--- config.mk ---
export PLATFORM = sky130hd
export DESIGN_NAME = swd_target_phy
export DESIGN_NICKNAME = d
export VERILOG_FILES = /design/src/rtl/swd_target_phy.sv
export SDC_FILE = /design/constraint.sdc
export NUM_CORES = 1
export LEC_CHECK = 0
export ABC_AREA = 1
export CAP_MARGIN = 20
export CORE_MARGIN = 1.5
export CORE_UTILIZATION = 59
export CTS_BUF_LIST = sky130_fd_sc_hd__clkbuf_8
export DETAILED_ROUTE_END_ITERATION = 10
export PLACE_DENSITY_LB_ADDON = 0.12
export SLEW_MARGIN = 20
export SYNTH_ARGS = -nofsm -noshare
export SYNTH_HDL_FRONTEND = slang
export SYNTH_SLANG_ARGS = --single-unit
export TNS_END_PERCENT = 30
--- constraint.sdc ---
create_clock -name CLK -period 1.9 [get_ports CLK]
set_input_delay 0.38 -clock CLK [delete_from_list [all_inputs] [get_ports CLK]]
set_output_delay 0.38 -clock CLK [all_outputs]
set_load 0.02 [all_outputs]
--- src/rtl/swd_target_phy.sv ---
// SWD target line PHY: oversamples SWDCLK, decodes packet headers, drives
// ACK / read data / parity, captures write data and hands requests to a
// DP/AP register backend over a valid/response handshake.
module swd_target_phy #(
   parameter int unsigned LINE_RESET_ONES = 50,
   parameter int unsigned SYNC_STAGES     = 2
) (
   input  logic        CLK,
   input  logic        PORESETn,
   input  logic        SWDCLK,
   input  logic        SWDIN,
   output logic        SWDOUT,
   output logic        SWDOE,
   output logic        req_valid,
   output logic        req_apndp,
   output logic        req_rnw,
   output logic [1:0]  req_addr,
   input  logic        rsp_valid,
   input  logic [2:0]  rsp_ack,
   input  logic [31:0] rsp_rdata,
   output logic        wr_valid,
   output logic [31:0] wr_data,
   output logic        wr_perr,
   output logic        line_reset
);

   localparam int unsigned ONES_W = $clog2(LINE_RESET_ONES + 1);
   localparam int unsigned CNT_W  = 5;
   localparam logic [2:0]  ACK_OK   = 3'b001;
   localparam logic [2:0]  ACK_WAIT = 3'b010;

   typedef enum logic [3:0] {
      LOCKED, IDLE, HDR, TRN1, ACK, RDATA, RPAR, TRNE, TRN2W, WDATA, WPAR
   } state_t;

   state_t                 state;
   logic [SYNC_STAGES-1:0] clk_sync;
   logic [SYNC_STAGES-1:0] din_sync;
   logic                   clk_prev;
   logic [ONES_W-1:0]      ones_cnt;
   logic                   lr_armed;
   logic [CNT_W-1:0]       bit_cnt;
   logic [5:0]             hdr_sr;
   logic                   rsp_seen;
   logic [2:0]             ack_q;
   logic [31:0]            rdata_q;
   logic                   rpar_q;
   logic [31:0]            wdata_sr;

   logic                   din_c;
   logic                   rise_c;
   logic                   lr_hit_c;
   logic [6:0]             hdr_full_c;
   logic                   hdr_ok_c;
   logic [2:0]             ack_eff_c;
   logic [31:0]            rdata_eff_c;

   // Bring SWDCLK and SWDIN into the CLK domain and keep the previous clock level
   always_ff @(posedge CLK) begin
      if (!PORESETn) begin
         clk_sync <= '0;
         din_sync <= '0;
         clk_prev <= 1'b0;
      end else begin
         clk_sync <= SYNC_STAGES'({clk_sync, SWDCLK});
         din_sync <= SYNC_STAGES'({din_sync, SWDIN});
         clk_prev <= clk_sync[SYNC_STAGES-1];
      end
   end

   assign din_c    = din_sync[SYNC_STAGES-1];
   assign rise_c   = clk_sync[SYNC_STAGES-1] & ~clk_prev;
   // The rise that brings the ones count to its threshold is the line reset
   assign lr_hit_c = rise_c & ~SWDOE & din_c &
                     (ones_cnt == ONES_W'(LINE_RESET_ONES - 1));

   // Header as seen at the park bit: [0]APnDP [1]RnW [2]A2 [3]A3 [4]par [5]stop [6]park
   assign hdr_full_c = {din_c, hdr_sr};
   assign hdr_ok_c   = ~(^hdr_full_c[4:0]) & ~hdr_full_c[5] & hdr_full_c[6];

   // Response in effect at the TRN1 rise: the latched one, or one arriving right now
   assign ack_eff_c   = rsp_seen ? ack_q   : (rsp_valid ? rsp_ack   : ACK_WAIT);
   assign rdata_eff_c = rsp_seen ? rdata_q : (rsp_valid ? rsp_rdata : 32'h0);

   // Protocol FSM: line-reset detection, header decode, ACK/data phases
   always_ff @(posedge CLK) begin
      if (!PORESETn) begin
         state      <= LOCKED;
         SWDOUT     <= 1'b0;
         SWDOE      <= 1'b0;
         req_valid  <= 1'b0;
         req_apndp  <= 1'b0;
         req_rnw    <= 1'b0;
         req_addr   <= 2'b00;
         wr_valid   <= 1'b0;
         wr_data    <= 32'h0;
         wr_perr    <= 1'b0;
         line_reset <= 1'b0;
         ones_cnt   <= '0;
         lr_armed   <= 1'b0;
         bit_cnt    <= '0;
         hdr_sr     <= '0;
         rsp_seen   <= 1'b0;
         ack_q      <= 3'b000;
         rdata_q    <= 32'h0;
         rpar_q     <= 1'b0;
         wdata_sr   <= 32'h0;
      end else begin
         req_valid  <= 1'b0;
         wr_valid   <= 1'b0;
         line_reset <= 1'b0;

         // Keep only the first response offered while waiting for TRN1
         if (state == TRN1 && rsp_valid && !rsp_seen) begin
            rsp_seen <= 1'b1;
            ack_q    <= rsp_ack;
            rdata_q  <= rsp_rdata;
         end

         if (rise_c) begin
            if (!SWDOE) begin
               if (!din_c)
                  ones_cnt <= '0;
               else if (ones_cnt < ONES_W'(LINE_RESET_ONES))
                  ones_cnt <= ones_cnt + ONES_W'(1);
            end

            if (lr_hit_c) begin
               line_reset <= 1'b1;
               lr_armed   <= 1'b1;
               state      <= LOCKED;
               SWDOE      <= 1'b0;
               SWDOUT     <= 1'b0;
            end else begin
               case (state)
                  LOCKED: begin
                     SWDOE  <= 1'b0;
                     SWDOUT <= 1'b0;
                     if (!din_c && lr_armed) begin
                        lr_armed <= 1'b0;
                        state    <= IDLE;
                     end
                  end
                  IDLE: begin
                     SWDOE  <= 1'b0;
                     SWDOUT <= 1'b0;
                     if (din_c) begin
                        bit_cnt <= '0;
                        state   <= HDR;
                     end
                  end
                  HDR: begin
                     if (bit_cnt == CNT_W'(6)) begin
                        if (hdr_ok_c) begin
                           req_valid <= 1'b1;
                           req_apndp <= hdr_full_c[0];
                           req_rnw   <= hdr_full_c[1];
                           req_addr  <= {hdr_full_c[3], hdr_full_c[2]};
                           rsp_seen  <= 1'b0;
                           state     <= TRN1;
                        end else begin
                           state <= LOCKED;
                        end
                     end else begin
                        hdr_sr  <= {din_c, hdr_sr[5:1]};
                        bit_cnt <= bit_cnt + CNT_W'(1);
                     end
                  end
                  TRN1: begin
                     SWDOE   <= 1'b0;
                     ack_q   <= ack_eff_c;
                     rdata_q <= rdata_eff_c;
                     rpar_q  <= ^rdata_eff_c;
                     bit_cnt <= '0;
                     state   <= ACK;
                  end
                  ACK: begin
                     SWDOE  <= 1'b1;
                     SWDOUT <= ack_q[bit_cnt[1:0]];
                     if (bit_cnt == CNT_W'(2)) begin
                        bit_cnt <= '0;
                        if (ack_q == ACK_OK)
                           state <= req_rnw ? RDATA : TRN2W;
                        else
                           state <= TRNE;
                     end else begin
                        bit_cnt <= bit_cnt + CNT_W'(1);
                     end
                  end
                  RDATA: begin
                     SWDOE   <= 1'b1;
                     SWDOUT  <= rdata_q[0];
                     rdata_q <= {1'b0, rdata_q[31:1]};
                     if (bit_cnt == CNT_W'(31))
                        state <= RPAR;
                     else
                        bit_cnt <= bit_cnt + CNT_W'(1);
                  end
                  RPAR: begin
                     SWDOE  <= 1'b1;
                     SWDOUT <= rpar_q;
                     state  <= TRNE;
                  end
                  TRNE: begin
                     SWDOE  <= 1'b0;
                     SWDOUT <= 1'b0;
                     state  <= IDLE;
                  end
                  TRN2W: begin
                     SWDOE   <= 1'b0;
                     SWDOUT  <= 1'b0;
                     bit_cnt <= '0;
                     state   <= WDATA;
                  end
                  WDATA: begin
                     wdata_sr <= {din_c, wdata_sr[31:1]};
                     if (bit_cnt == CNT_W'(31))
                        state <= WPAR;
                     else
                        bit_cnt <= bit_cnt + CNT_W'(1);
                  end
                  WPAR: begin
                     wr_valid <= 1'b1;
                     wr_data  <= wdata_sr;
                     wr_perr  <= din_c ^ (^wdata_sr);
                     state    <= IDLE;
                  end
                  default: begin
                     SWDOE <= 1'b0;
                     state <= LOCKED;
                  end
               endcase
            end
         end
      end
   end

endmodule

==> flow_summary.json, run 1 <==
{
  "ios": 82,
  "nNetsFinal": 1437,
  "diodes": 0,
  "cp_slowest_cell": "nor4_4",
  "place_ws_ns": -0.501,
  "hold_path_end": "din_sync[0]",
  "r2r_end": "wr_perr",
  "tns_ns": 0,
  "h-tree-depth": 4,
  "synth_top_area_share_pct": 34.7,
  "firstDrtPassIters": 6,
  "powerDensity_nw_per_um2": 592,
  "vias": 8426,
  "grt-busiest-layer": "met2",
  "final_common_cell": "nand2_1",
  "leakage_nw": 4.67,
  "grtUsageTotal_pct": 28.2,
  "setup_violations": 0,
  "gr-total-overflow": 0,
  "fin_ws_ns": 0.0683,
  "ys_seq_area_share_pct": 34.7,
  "slowest_delay_ns": 0.35,
  "ant_nets": 0,
  "cp-end-kind": "flip-flop",
  "reg2regPathDepth": 12,
  "ir_worst_vdd_mv": 0.823,
  "worstReg2RegStart": "clk_sync[1]",
  "clock.fmax_mhz": 546,
  "hold_start": "PORESETn",
  "avgSynthCellArea_um2": 6.22,
  "rows": 42,
  "hold_depth": 3,
  "wl_per_cell_um": 13.0,
  "grt_setup_unrepaired": "true",
  "yosys.area.top_type": "dfxtp_1",
  "worst_pin_slew_ns": 0.364,
  "cp-start-kind": "flip-flop",
  "min_path_type": "in2reg",
  "post_dp_cell_area_um2": 9330,
  "finalCritPeriodShare_pct": 96.4,
  "hold_ws_ns": 0.280,
  "p_comb_share_pct": 9.4,
  "port_buffers": 81,
  "use_met2_pct": 46.8,
  "cts_root_buf": "clkbuf_8",
  "use_met3_pct": 6.66,
  "finalWirelength_mm": 20.6,
  "synth_area_um2": 7970,
  "required_ns": 2.26,
  "arrival_ns": 2.19,
  "antenna_found_initial": 0,
  "total_power_mw": 5.91,
  "layout_min_cycle_time_ns": 1.83,
  "gp_congestion": 0.928,
  "drc": 0,
  "status": "complete, no violations",
  "clockBufferDepth": 2,
  "maxSlewViolCount": 0,
  "clkLatencyLatePin_ns": 0.46,
  "grt_pass1_wl_mm": 33.2,
  "synthFlopType": "dfxtp_1",
  "design_area_um2": 9980,
  "grtUsageMet1_pct": 36.2,
  "syn_to_final_growth_pct": 25.3,
  "dieHeight_um": 119,
  "cts_sinks": 138,
  "synth_warnings": 0,
  "grt_max_degree": 44,
  "maxCapViolations": 0,
  "path_clk_slew_ns": 0.08,
  "synth_area_leaders": "dfxtp_1, nand2_1, inv_1, a21oi_1, nand3_1",
  "clock_power_share_pct": 41.6,
  "hold_viol": 0,
  "p_sw_mw": 1.59,
  "path_buf_inv": 5,
  "synthArstFlopShare_pct": 0,
  "syn_inst": 1280,
  "post_drt_via_cell_ratio": 5.33,
  "fin_skew_ns": 0.0139,
  "seq_power_share_pct": 49.0,
  "ys_seq_elements": 138,
  "tritoncts": "yes",
  "drt_iter0_drc": 666,
  "cp_top_family": "simple AND/OR/NAND/NOR gates",
  "start_util_pct": 60.4,
  "grt_pass1_vias": 7470,
  "layout-drive-gt1-share_pct": 12.2,
  "max_slew_margin_pct": 75.7,
  "p_int_mw": 4.32,
  "crit_path_cell_trace": "inv_2, nor2_4, nand2_2, nor4_4, nor2_4, buf_6, nand2_8, inv_4, buf_12, o21a_1, inv_1, nor2_1",
  "coreArea_um2": 13200,
  "synth_edf_count": 0,
  "cp_max_fo": 11,
  "die-area_um2": 14200,
  "postCtsHoldBufs": 0,
  "cts_buffers": 17,
  "r2r_slack_ns": 0.07,
  "dp_hpwl_mm": 13.6,
  "path_common_cell": "nor2_4",
  "final_cell_mix": "nand2_1, inv_1, dfxtp_1",
  "syn-num-nets": 1325,
  "worstSetupPathType": "reg2reg",
  "switching_share_pct": 27.0,
  "die_w_um": 119,
  "synth_cell_type_count": 42
}
-- repair_timing --
item / 4_1_cts / 5_1_grt
pin swaps: 0 / 7
endpoints found under the hold margin: 0 / 0
endpoints found under the setup margin: 7 / 105
gates cloned: 0 / 2
gates resized for setup: 4 / 67
setup buffers: 0 / 5
-- metrics by stage --
step	util, %	std cells
floorplan	-	1280
global placement	70.7	1542
detailed placement	70.7	1542
CTS	73.8	1574
global route	75.7	1581
finish	75.7	1581
-- worst register-to-register path: cells and delay by family (launching register included) --
family | cells | cell delay (ns)
flops | 1 | 0.34
simple gates | 6 | 0.80
buf+inv | 5 | 0.44
compound gates | 1 | 0.16
-- final cells by class --
cell class	instances	area, um^2
inverters	152	581
flip-flops and latches	138	2780
well taps	176	220
multi-input cells	928	4410
fillers	1058	3210
repair buffers	155	1590
clock buffers	17	234
clock inverters	15	164
-- cell usage after synthesis (9+ instances only) --
| master | n |
|---|---|
| a21oi_1 | 89 |
| buf_2 | 20 |
| buf_4 | 10 |
| clkbuf_1 | 24 |
| dfxtp_1 | 138 |
| inv_1 | 140 |
| inv_2 | 9 |
| nand2_1 | 488 |
| nand3_1 | 76 |
| nor2_1 | 75 |
| o211ai_1 | 36 |
| o21ai_0 | 60 |
| o21ai_1 | 20 |
| xnor2_1 | 20 |
| xor2_1 | 10 |
-- routing by layer --
layer	share of wire [%]	vias to the layer above
met2	47	288
met1	44	3821
met3	6.9	30
met4	1.5	0
met5	0	-
li1	-	4287
-- power groups by stage --
stage                     sequential, mW  combinational, mW  clock, mW
after floorplan                     2.97              0.313          0
after global placement              2.97              0.520          0
after detailed placement            2.97              0.532          0
after CTS                           2.90              0.536       2.49
after global routing                2.90              0.619       2.60
final                               2.89              0.557       2.46
-- logic make-up (layout without fill, tap and decap cells) --
kind of cell / Yosys count / in the layout / share of synthesized area [%]
AO/OA/AOI/OAI: 225 / 225 / 16.1
buffers and inverters: 214 / 339 / 11.4
XOR/XNOR: 30 / 30 / 3.30
flip-flops: 138 / 138 / 34.7
adder cells (fa/ha/maj): 5 / 5 / 0.785
AND/OR/NAND/NOR: 668 / 668 / 33.8
-- worst max path at each step --
stage / endpoint / from / cells past startpoint
final: wr_perr / clk_sync[1] / 12
after global routing: rpar_q / rsp_seen / 16
after CTS: rpar_q / rsp_valid / 19
after detailed placement: rpar_q / rsp_valid / 19
after global placement: rpar_q / rsp_valid / 19
after floorplan: rpar_q / rsp_valid / 18
-- sequential cells by signal, indices dropped and copies added (netlist names), 3 cells and up --
signal    cells
rdata_q      32
wdata_sr     32
hdr_sr        6
bit_cnt       5
ack_q         3
ones_cnt      6
wr_data      32
state         4
(Power assumes the default switching activity.)
==> run 2: changes to the inputs <==
--- a/config.mk
+++ b/config.mk
@@ -7,8 +7,10 @@
 export LEC_CHECK = 0
 export ABC_AREA = 1
 export CAP_MARGIN = 20
+export CELL_PAD_IN_SITES_DETAIL_PLACEMENT = 1
+export CELL_PAD_IN_SITES_GLOBAL_PLACEMENT = 1
 export CORE_MARGIN = 1.5
-export CORE_UTILIZATION = 59
+export CORE_UTILIZATION = 41
 export CTS_BUF_LIST = sky130_fd_sc_hd__clkbuf_8
 export DETAILED_ROUTE_END_ITERATION = 10
 export PLACE_DENSITY_LB_ADDON = 0.12
==> run 2 against run 1 <==
The flow now finishes with violations (setup timing). Combinational power grew 9.5%. Final cell count grew 6.1%. Setup slack lost 0.14 ns. Design area grew 3.5%. Sequential cell count is the same. Power grew 1.6%. Register-to-register slack lost 0.14 ns.
==> flow_summary.json, run 2 (synthesis gave the netlist of run 1 again) <==
{
  "hold_path_end": "rdata_q[2]",
  "nNetsFinal": 1450,
  "diodes": 0,
  "cp_max_fo": 8,
  "status": "finished with violations",
  "maxSlewViolCount": 0,
  "cts_root_buf": "clkbuf_8",
  "hold_viol": 0,
  "cp-start-kind": "flip-flop",
  "gp_congestion": 0.861,
  "violations": "setup timing",
  "worst_pin_slew_ns": 0.456,
  "drt_iter0_drc": 363,
  "rows": 50,
  "design_area_um2": 10300,
  "grt_max_degree": 61,
  "clock.fmax_mhz": 508,
  "fin_ws_ns": -0.0694,
  "top_regs": "rdata_q (32), wdata_sr (32), wr_data (32)",
  "grt_setup_unrepaired": "true",
  "worstReg2RegStart": "ones_cnt[2]",
  "maxCapViolations": 0,
  "arrival_ns": 2.36,
  "finalCritPeriodShare_pct": 104,
  "layout_min_cycle_time_ns": 1.97,
  "critPathLaunch": "ones_cnt[2]",
  "h-tree-depth": 4,
  "slowest_delay_ns": 0.35,
  "coreArea_um2": 18900,
  "gr-total-overflow": 0,
  "r2r_slack_ns": -0.07,
  "antenna_found_initial": 0,
  "cts_buffers": 17,
  "layout-drive-gt1-share_pct": 15.4,
  "powerDensity_nw_per_um2": 582,
  "multi_input_area_um2": 4520,
  "drc": 0,
  "p_int_mw": 4.22,
  "cp_slowest_cell": "dfxtp_2",
  "syn_to_final_growth_pct": 29.7,
  "path_clk_slew_ns": 0.09,
  "cp-end-kind": "flip-flop",
  "n_fill_cell": 2559,
  "reg2regPathDepth": 10,
  "leakage_nw": 4.82,
  "hold_depth": 3,
  "grt_pass1_wl_mm": 41.7,
  "switching_share_pct": 29.7,
  "grtUsageTotal_pct": 25.5,
  "max_slew_margin_pct": 69.6,
  "tritoncts": "yes",
  "total_power_mw": 6.01,
  "worstSetupPathType": "reg2reg",
  "post_drt_via_cell_ratio": 5.23,
  "cts_sinks": 138,
  "final_common_cell": "nand2_1",
  "finish.utilization_pct": 54.7,
  "path_common_cell": "nand2_4",
  "clkLatencyLatePin_ns": 0.48,
  "dp_hpwl_mm": 16.8,
  "clock_power_share_pct": 41.7,
  "port_buffers": 81,
  "setup_violations": 4,
  "start_util_pct": 42.2,
  "final_cell_mix": "nand2_1, inv_1, dfxtp_1",
  "fin_skew_ns": 0.0196,
  "wl_per_cell_um": 16.0,
  "min_path_type": "in2reg",
  "seq_power_share_pct": 48.2,
  "post_dp_cell_area_um2": 9420,
  "r2r_end": "rdata_q[11]",
  "place_ws_ns": -0.284,
  "vias": 8778,
  "die-area_um2": 20300,
  "p_comb_share_pct": 10.1,
  "p_sw_mw": 1.78,
  "ios": 82,
  "ir_worst_vdd_mv": 0.468,
  "die_w_um": 142,
  "postCtsHoldBufs": 0,
  "required_ns": 2.29,
  "dieHeight_um": 142,
  "grt_pass1_vias": 8697,
  "register_area_um2": 2780,
  "firstDrtPassIters": 5,
  "finalWirelength_mm": 26.8,
  "clockBufferDepth": 2,
  "hold_start": "PORESETn",
  "crit_path_cell_trace": "nor2_2, nand2_4, nor4_4, nor2_4, nand2_4, buf_12, clkinvlp_4, nand2_2, a31o_4, inv_2",
  "ant_nets": 0
}
## run 2: changes by cell type in the layout (fill, tap and decap cells not counted), sizes merged
cell / change
bufinv: -1
clkbuf: +3
clkdlybuf4s50: -2
buf: +11
dlymetal6s2s: +1
clkinvlp: +2
clkinv: -1
## run 2: layout make-up
class,count,share of cell area [%]
clock buffers,17,2.26
clock inverters,15,1.54
inverters,152,5.63
multi-input cells,928,43.7
flip-flops and latches,138,26.9
well taps,260,3.15
repair buffers,168,16.7
## run 2: how the worst max path moves through the flow
stage	endpoint	depth (start not counted)
after floorplan	rpar_q	18
after global placement	rpar_q	16
after detailed placement	rpar_q	16
after CTS	bit_cnt[1]	12
after global routing	rpar_q	17
final	rdata_q[11]	10
## run 2: per-layer routing
layer	vias up	share of wire [%]	wire length [um]	track usage (%)
li1	4320	-	-	-
met1	4235	45	12100	32.0
met2	176	49	13100	44.7
met3	47	4.2	1130	4.85
met4	0	1.8	496	6.62
met5	-	0	0	0
## run 2: worst max-delay path, delay by kind of cell, from the launching register on
kind | cells | cell delay (ns)
AOI/OAI and AO/OA | 1 | 0.17
buffers and inverters | 3 | 0.33
DFF | 1 | 0.35
and+or+nand+nor | 6 | 1.02
## run 2: repair_timing
item | in CTS | in global routing
endpoints found under the setup margin | 19 | 122
gates cloned | 1 | 7
pin swaps | 2 | 13
buffers inserted | 0 | 9
resized for setup | 17 | 103
## run 2: power by group through the flow
stage	clock network, mW	registers (mW)	logic (mW)
floorplan	0	2.97	0.313
global placement	0	2.97	0.543
detailed placement	0	2.97	0.559
CTS	2.53	2.90	0.568
global route	2.68	2.90	0.682
finish	2.50	2.90	0.610
## run 2: through the flow
step | hold slack [ns] | cells | setup TNS (ns)
global placement | 0.401 | 1630 | -0.280
detailed placement | 0.410 | 1630 | -0.821
CTS | 0.226 | 1663 | -0.110
floorplan | 0.390 | 1280 | 0
finish | 0.238 | 1678 | -0.139
global route | 0.253 | 1678 | -3.61
==> run 3: changes to the inputs <==
--- a/config.mk
+++ b/config.mk
@@ -18,4 +18,3 @@
 export SYNTH_ARGS = -nofsm -noshare
 export SYNTH_HDL_FRONTEND = slang
 export SYNTH_SLANG_ARGS = --single-unit
-export TNS_END_PERCENT = 30
==> run 3 against run 2 <==
The run still ends with setup timing left. Final cell count up 0.18%. Sequential cell count is the same. Combinational power is 2% higher. Count of clock-buffer cells in the layout unchanged. Critical endpoint is now rdata_q[10]. Highest routed layer unchanged.
==> flow_summary.json, run 3 (synthesis gave the netlist of run 1 again) <==
{
  "status": "finished with violations",
  "violations": "setup timing",
  "hold_viol": 0,
  "gp_congestion": 0.861,
  "cp-end-kind": "flip-flop",
  "layout_min_cycle_time_ns": 1.98,
  "design_area_um2": 10400,
  "postCtsHoldBufs": 0,
  "m1WireLength_mm": 12.6,
  "cp_max_fo": 8,
  "final_common_cell": "nand2_1",
  "rows": 50,
  "post_dp_cell_area_um2": 9420,
  "grtUsageTotal_pct": 25.4,
  "dp_hpwl_mm": 16.8,
  "die_w_um": 142,
  "finalCritPeriodShare_pct": 104,
  "vias": 8849,
  "grt_pass1_vias": 8655,
  "leakage_nw": 4.87,
  "die-area_um2": 20300,
  "layout-drive-gt1-share_pct": 16.7,
  "final_cell_mix": "nand2_1, inv_1, dfxtp_1",
  "path_clk_slew_ns": 0.09,
  "dr_wl_met3_um": 900,
  "maxCapViolations": 0,
  "cp-start-kind": "flip-flop",
  "port_buffers": 81,
  "drt_iter0_drc": 398,
  "finalWirelength_mm": 27.8,
  "grt_max_degree": 61,
  "maxSlewViolCount": 0,
  "clkLatencyLatePin_ns": 0.48,
  "firstDrtPassIters": 4,
  "coreArea_um2": 18900,
  "nNetsFinal": 1453,
  "drc": 0,
  "worst_pin_slew_ns": 0.443,
  "grt_pass1_wl_mm": 41.6,
  "required_ns": 2.27,
  "max_slew_margin_pct": 70.4,
  "clockBufferDepth": 2,
  "arrival_ns": 2.35,
  "cts_buffers": 17,
  "ant_nets": 0,
  "post_drt_via_cell_ratio": 5.26,
  "antenna_found_initial": 1,
  "powerDensity_nw_per_um2": 575,
  "wl_per_cell_um": 16.6,
  "min_path_type": "in2reg",
  "diodes": 0,
  "place_ws_ns": -0.284,
  "worstSetupPathType": "reg2reg",
  "tritoncts": "yes",
  "top_regs": "rdata_q (32), wdata_sr (32), wr_data (32)",
  "h-tree-depth": 4,
  "highest_layer": "met4",
  "fin_ws_ns": -0.0753,
  "ios": 82,
  "syn_to_final_growth_pct": 31.0,
  "grt_setup_unrepaired": "true",
  "gr-total-overflow": 0,
  "cts_root_buf": "clkbuf_8",
  "setup_violations": 6,
  "n_fill_cell": 2555,
  "fin_skew_ns": 0.0178,
  "cts_sinks": 138,
  "ir_worst_vdd_mv": 0.463,
  "start_util_pct": 42.2,
  "clock.fmax_mhz": 506,
  "wl_met2_mm": 13.8,
  "dieHeight_um": 142
}
[run 3: where the power goes]
group	internal, mW	switching, mW	total [mW]
Sequential	2.89	0.00406	2.90
Clock	1.09	1.39	2.48
Combinational	0.247	0.376	0.623
[run 3: critical path: stages (launching register included)]
cell	delay [ns]
dfxtp_2	0.34
nor2_2	0.19
nand2_4	0.08
nor4_4	0.32
nor2_4	0.14
nand2_4	0.13
buf_12	0.14
buf_12	0.14
o21ai_0	0.13
o21ai_1	0.20
inv_1	0.06
[run 3: repair_timing]
action,CTS,global route
endpoints found under the setup margin,19,122
resized for setup,17,132
cloned,1,6
buffers inserted,0,12
pin swaps,2,23
[run 3: area by class of cell]
cell class	instances	area, um^2	area share (%)
clock buffer	17	234	2.24
inverter	152	582	5.57
clock inverter	15	159	1.52
multi-input combinational	928	4570	43.8
tap	260	325	3.12
sequential	138	2780	26.6
timing repair buffer	171	1790	17.1
[run 3: path summary, 6_finish.rpt]
check             slack (ns)  cells past startpoint        start           to
setup / recovery       -0.08                     10  ones_cnt[3]  rdata_q[10]
hold / removal          0.26                      3     PORESETn   rdata_q[2]
setup reg to reg       -0.08                     10  ones_cnt[3]  rdata_q[10]
hold reg to reg         0.42                      2  clk_sync[0]  clk_sync[1]
[run 3: layer usage]
| metal | vias to the layer above | track usage, % |
|---|---|---|
| li1 | 4311 | - |
| met1 | 4338 | 32.2 |
| met2 | 157 | 44.6 |
| met3 | 43 | 5.08 |
| met4 | 0 | 5.64 |
| met5 | - | 0 |
[run 3: per-stage QoR]
| step | hold slack, ns | util (%) | cells | power (mW) | TNS (ns) |
|---|---|---|---|---|---|
| 3_5_place_dp | 0.410 | 49.9 | 1630 | 3.53 | -0.821 |
| 4_1_cts | 0.226 | 52.4 | 1663 | 5.99 | -0.0949 |
| 3_3_place_gp | 0.401 | 49.9 | 1630 | 3.51 | -0.280 |
| 5_1_grt | 0.259 | 55.2 | 1681 | 6.28 | -2.98 |
| 2_1_floorplan | 0.390 | - | 1280 | 3.28 | 0 |
| 6_report | 0.261 | 55.2 | 1681 | 6.00 | -0.217 |
